--- src/rtl/rs232_pkg.sv ---
// Shared constants for the RS-232 receive path: byte width, default FIFO depth
// and default RTS flow-control thresholds.
package rs232_pkg;

   localparam int unsigned BYTE_W         = 8;
   localparam int unsigned DEF_DEPTH_LOG2 = 4;
   localparam int unsigned DEF_RTS_HIGH   = 12;
   localparam int unsigned DEF_RTS_LOW    = 4;

   typedef logic [BYTE_W-1:0] byte_t;

endpackage

--- src/rtl/rs232in_fifo_mem.sv ---
// Receive FIFO storage: one synchronous write port, one asynchronous read port,
// contents are never reset.
module rs232in_fifo_mem
   import rs232_pkg::*;
#(
   parameter int unsigned ADDR_W = DEF_DEPTH_LOG2,
   parameter int unsigned DATA_W = BYTE_W
) (
   input  logic              clk,
   input  logic              wr_en,
   input  logic [ADDR_W-1:0] wr_addr,
   input  logic [DATA_W-1:0] wr_data,
   input  logic [ADDR_W-1:0] rd_addr,
   output logic [DATA_W-1:0] rd_data
);

   logic [DATA_W-1:0] mem [2**ADDR_W];

   always_ff @(posedge clk) begin
      if (wr_en) begin
         mem[wr_addr] <= wr_data;
      end
   end

   assign rd_data = mem[rd_addr];

endmodule

--- src/rtl/rs232in_fifo.sv ---
// First-word-fall-through receive FIFO with sticky overrun, saturating drop
// counter and optional RTS hysteresis (enabled by defining RS232IN_FIFO_RTS_EN).
module rs232in_fifo
   import rs232_pkg::*;
#(
   parameter int unsigned DEPTH_LOG2 = DEF_DEPTH_LOG2,
   parameter int unsigned RTS_HIGH   = DEF_RTS_HIGH,
   parameter int unsigned RTS_LOW    = DEF_RTS_LOW
) (
   input  logic                clk,
   input  logic                rst_n,
   input  logic                rx_attention,
   input  logic [BYTE_W-1:0]   rx_data,
   input  logic                rd_strobe,
   output logic [BYTE_W-1:0]   rd_data,
   output logic                rd_valid,
   output logic [DEPTH_LOG2:0] count,
   output logic                overrun,
   input  logic                overrun_clr,
   output logic [7:0]          drop_count,
   output logic                ser_nrts
);

   localparam logic [DEPTH_LOG2:0]   FULL_CNT = (DEPTH_LOG2+1)'(1 << DEPTH_LOG2);
   localparam logic [DEPTH_LOG2:0]   CNT_ONE  = (DEPTH_LOG2+1)'(1);
   localparam logic [DEPTH_LOG2-1:0] PTR_ONE  = DEPTH_LOG2'(1);

   logic [DEPTH_LOG2-1:0] wr_ptr;
   logic [DEPTH_LOG2-1:0] rd_ptr;
   logic [DEPTH_LOG2:0]   count_next;
   logic                  full;
   logic                  push;
   logic                  pop;
   logic                  drop;

   // A pop in the same cycle frees the slot, so a push into a full FIFO
   // still succeeds when accompanied by a valid pop.
   always_comb begin
      full       = (count == FULL_CNT);
      rd_valid   = (count != '0);
      pop        = rd_strobe && rd_valid;
      push       = rx_attention && (!full || pop);
      drop       = rx_attention && full && !pop;
      count_next = count;
      if (push && !pop) begin
         count_next = count + CNT_ONE;
      end else if (pop && !push) begin
         count_next = count - CNT_ONE;
      end
   end

   always_ff @(posedge clk) begin
      if (!rst_n) begin
         wr_ptr     <= '0;
         rd_ptr     <= '0;
         count      <= '0;
         overrun    <= 1'b0;
         drop_count <= '0;
      end else begin
         count <= count_next;
         if (push) begin
            wr_ptr <= wr_ptr + PTR_ONE;
         end
         if (pop) begin
            rd_ptr <= rd_ptr + PTR_ONE;
         end
         if (drop) begin
            overrun <= 1'b1;
         end else if (overrun_clr) begin
            overrun <= 1'b0;
         end
         if (drop && (drop_count != '1)) begin
            drop_count <= drop_count + 8'd1;
         end
      end
   end

   rs232in_fifo_mem #(
      .ADDR_W (DEPTH_LOG2),
      .DATA_W (BYTE_W)
   ) u_mem (
      .clk     (clk),
      .wr_en   (push && rst_n),
      .wr_addr (wr_ptr),
      .wr_data (rx_data),
      .rd_addr (rd_ptr),
      .rd_data (rd_data)
   );

`ifdef RS232IN_FIFO_RTS_EN
   localparam logic [DEPTH_LOG2:0] RTS_HI_CNT = (DEPTH_LOG2+1)'(RTS_HIGH);
   localparam logic [DEPTH_LOG2:0] RTS_LO_CNT = (DEPTH_LOG2+1)'(RTS_LOW);

   // Hysteresis is evaluated on the post-edge occupancy.
   always_ff @(posedge clk) begin
      if (!rst_n) begin
         ser_nrts <= 1'b0;
      end else if (count_next >= RTS_HI_CNT) begin
         ser_nrts <= 1'b1;
      end else if (count_next <= RTS_LO_CNT) begin
         ser_nrts <= 1'b0;
      end
   end
`else
   logic unused_rts;

   assign ser_nrts   = 1'b0;
   assign unused_rts = (RTS_HIGH > RTS_LOW);
`endif

endmodule

--- config.mk ---
export PLATFORM = sky130hd
export DESIGN_NAME = rs232in_fifo
export DESIGN_NICKNAME = d
export VERILOG_FILES = /design/src/rtl/rs232_pkg.sv /design/src/rtl/rs232in_fifo_mem.sv /design/src/rtl/rs232in_fifo.sv
export SDC_FILE = /design/constraint.sdc
export NUM_CORES = 1
export LEC_CHECK = 0
export BUFFER_PORTS_ARGS = -buffer_cell sky130_fd_sc_hd__buf_2
export CAP_MARGIN = 40
export CORE_UTILIZATION = 45
export DETAILED_ROUTE_END_ITERATION = 7
export MAX_ROUTING_LAYER = met4
export PLACE_DENSITY = 0.71
export SLEW_MARGIN = 0
export SYNTH_ARGS = -nofsm -noshare
export SYNTH_HDL_FRONTEND = slang
export SYNTH_SLANG_ARGS = --single-unit
--- constraint.sdc ---
create_clock -name clk -period 3.1 [get_ports clk]
set_clock_uncertainty 0.05 [all_clocks]
set_input_delay 0.155 -clock clk [delete_from_list [all_inputs] [get_ports clk]]
set_output_delay 0.155 -clock clk [all_outputs]
set_load 0.01 [all_outputs]
==> summary.md <==
| Metric | Value |
|---|---|
| Run status | `complete, no violations` |
| CP peak stage delay | `a little over 0.6 ns` |
| Post-synthesis sequential area ratio | `0.703` |
| Seq cells post-synth | `154` |
| Most used DFF post-synth | `edfxtp_1` |
| Most frequent cells in the layout | `128 x edfxtp_1, 35 x buf_2, 32 x mux4_2` |
| Post-synthesis cell count | `363` |
| WP data required | `3.39 ns` |
| Period utilisation layout | `0.922` |
| Die H | `119 um` |
| Synth cell types | `between 40 and 50` |
| Crit. End Element | `register` |
| Worst-Margin Slew | `just under 0.8 ns` |
| Max Fclk | `about 350 MHz` |
| Clock Path Buffers | `2` |
| Top-area cell type share of the netlist area | `0.619` |
| Post-synth EDFFs | `128` |
| Max Slew Vio Count | `0` |
| CP max-delay cell | `or4_4` |
| Total iterations of the first detailed-routing run | `5` |
| Reg-to-Reg Start | `count[0]` |
| Layout area overhead | `14.8%` |
| Synth area leaders | `edfxtp_1 62%, mux4_2 12%, dfxtp_1 8.4%` |
| Post-route ant nets | `0` |
| Hold Path Cell Cnt | `3` |
| VDD IR max | `503 uV` |
| Final HPWL DP | `a little under 8 mm` |
| Power Dens Cells | `752 nW/um^2` |
| Min Tclk post-route | `2.86 ns` |
| TritonCTS clock tree | `built` |
| Share of layout cells above drive strength 1 | `0.255` |
| RSZ-0062 raised after global routing | `false` |
| R2R cell count | `9` |
| Clock transition at path regs | `about 0.060 ns` |
| Cell Chain, Critical Path | `or4_4 -> o21a_1 -> ha_1 -> inv_1 -> ha_1 -> a21oi_1 -> a211oi_1 -> a31oi_1 -> mux2i_1` |
| Syn nets | `between 300 and 400` |
| Hold Path End | `count[4]` |
| Hold Path Origin | `rst_n` |
| Number of DRC markers in iteration 0 | `roughly 280` |
| Total power | `~0.0054 W` |
| Pre-CTS worst setup slack | `around 0.28 ns` |
| RePlAce Congestion | `0.802` |
| Critical path's top delay family | `compound AO/OA/AOI/OAI gates` |
| Crit start category | `register` |
| Total global routing overflow | `0` |
| Multi-input gate area | `1730 sq um` |
| TritonCTS buffer count | `17` |
| First-pass GRT wire length | `~19 mm` |
| Setup total negative slack | `0 ns` |
| Critical path arrival | `3.15 ns` |
| CP most frequent cell | `ha_1` |
| Maxcap violations | `0` |
| Final Util | `0.534` |
| Filler cell count in the final layout | `1,072` |
| Worst-Skew Late Latency | `0.41 ns` |
| Worst R2R End | `count[4]` |
| H-tree depth | `4` |
| Register area | `between 4000 and 5000 sq um` |
| DR vias/cell | `between 5 and 6` |
| Drc violations | `0` |
| Mapped cell area | `6210 sq um` |
| # rows | `42` |
| Core area | `13,300 sq um` |
| Reg-to-reg slack, setup | `0.24 ns` |
| Die ar. | `14,300 sq um` |
| # port buffers | `35` |
| Pleak | `2.39 nW` |
| Final instance area | `7130 sq um` |
| Setup Viol. Count Final | `0` |
| Final worst slack | `approximately 0.24 ns` |
| Total track usage | `0.188` |
| Antenna violations before repair | `0` |
| Instance area after placement | `between 6000 and 7000 sq um` |
| Total I/O pin count | `37` |
| Synth warn | `0` |
| Vias in the first global route | `3,495` |
| Nets | `between 400 and 500` |
| Final WL | `between 10 and 15 mm` |
| Ys async rst share | `0` |
| Slew margin rel. | `0.478` |
| Worst setup path class | `reg -> reg` |
| Syn avg cell area | `17.1 sq um` |
| # clock sinks | `154` |
| Via count | `3,303` |
| N_diodes | `0` |
| CP bufs+invs | `1` |
| Critical path peak fanout | `7` |
| Die Span X | `119 um` |
| HP Class | `in -> reg` |
| Largest net degree at the start of global routing | `33` |
| Most common cell after layout, fill and taps aside | `edfxtp_1` |
| Initial core utilization | `0.465` |
| Root buffer cell | `clkbuf_16` |
| Routed wire per std cell | `between 15 and 20 um` |
| Hold Fails Final Rpt | `0` |
| Synth area leader | `edfxtp_1` |
how the worst max path moves through the flow:
stage	to	slack, ns	cells past startpoint	startpoint
floorplan	count[4]	0.47	10	count[0]
detailed placement	count[4]	0.28	9	count[0]
global route	count[4]	0.13	9	count[0]
finish	count[4]	0.24	9	count[0]
CTS	count[4]	0.27	9	count[0]
global placement	count[4]	0.40	9	count[0]
stage by stage:
step                hold WS, ns  std cells
floorplan                 0.204        363
global placement          0.373        565
detailed placement        0.383        565
CTS                      0.0462        596
global route             0.0613        596
finish                   0.0644        596
cell type report:
type                       instances  share of cell area
multi-input combinational        183               0.242
timing repair buffer              47              0.0393
sequential                       154               0.612
clock inverter                    11              0.0116
tap                              176              0.0309
clock buffer                      19              0.0607
inverter                           6             0.00316
Yosys cell counts, drive strengths merged (3+ instances only):
cell type,number
mux4,32
clkbuf,10
or4,5
xor2,5
o211ai,4
mux2i,4
dfxtp,26
buf,10
edfxtp,128
nor3,5
nand2,13
ha,10
inv,6
o21a,3
o21ai,3
nand3,11
a22oi,16
a21oi,10
nand2b,6
nor2,28
o31ai,3
what timing repair did:
item | in CTS | in global routing
hold buffers | 1 | 0
hold endpoints to repair | 1 | 0
gates resized for setup | 0 | 0
buffers inserted | 0 | 0
state kept, by name, indices dropped and copies added (netlist names), named ones only:
name        flops
overrun         1
u_mem.mem     128
rd_ptr          4
count           5
wr_ptr          4
drop_count      8
per-layer routing:
layer,vias to the layer above,global-route usage,routed length (um)
li1,1533,-,-
met1,1670,0.235,4940
met2,91,0.299,6080
met3,9,0.0421,448
met4,0,0.0727,158
met5,-,-,0
worst min-delay path: cells and delay by family:
family / cells / cell delay [ns]
buffers and inverters: 1 / 0.18
and+or+nand+nor: 1 / 0.09
muxes: 1 / 0.05
kinds of logic after synthesis:
logic type                 count (synthesis)  synth area share
AOI/OAI and AO/OA                         47            0.0538
DFF                                      154             0.703
adders and majority gates                 11            0.0234
other                                      1          0.000604
buffers and inverters                     26            0.0191
and+or+nand+nor                           81            0.0679
muxes                                     36             0.123
xor gates and xnor gates                   7           0.00987
power by group:
part           switching [W]  leakage, nW  total, W  internal (W)
clock network       0.000740        0.248   0.00182       0.00108
logic               0.000523        0.775   0.00110      0.000578
registers           0.000129         1.36   0.00244       0.00231
total                0.00139         2.39   0.00536       0.00397
No activity file was read; power rests on OpenSTA's default activity.
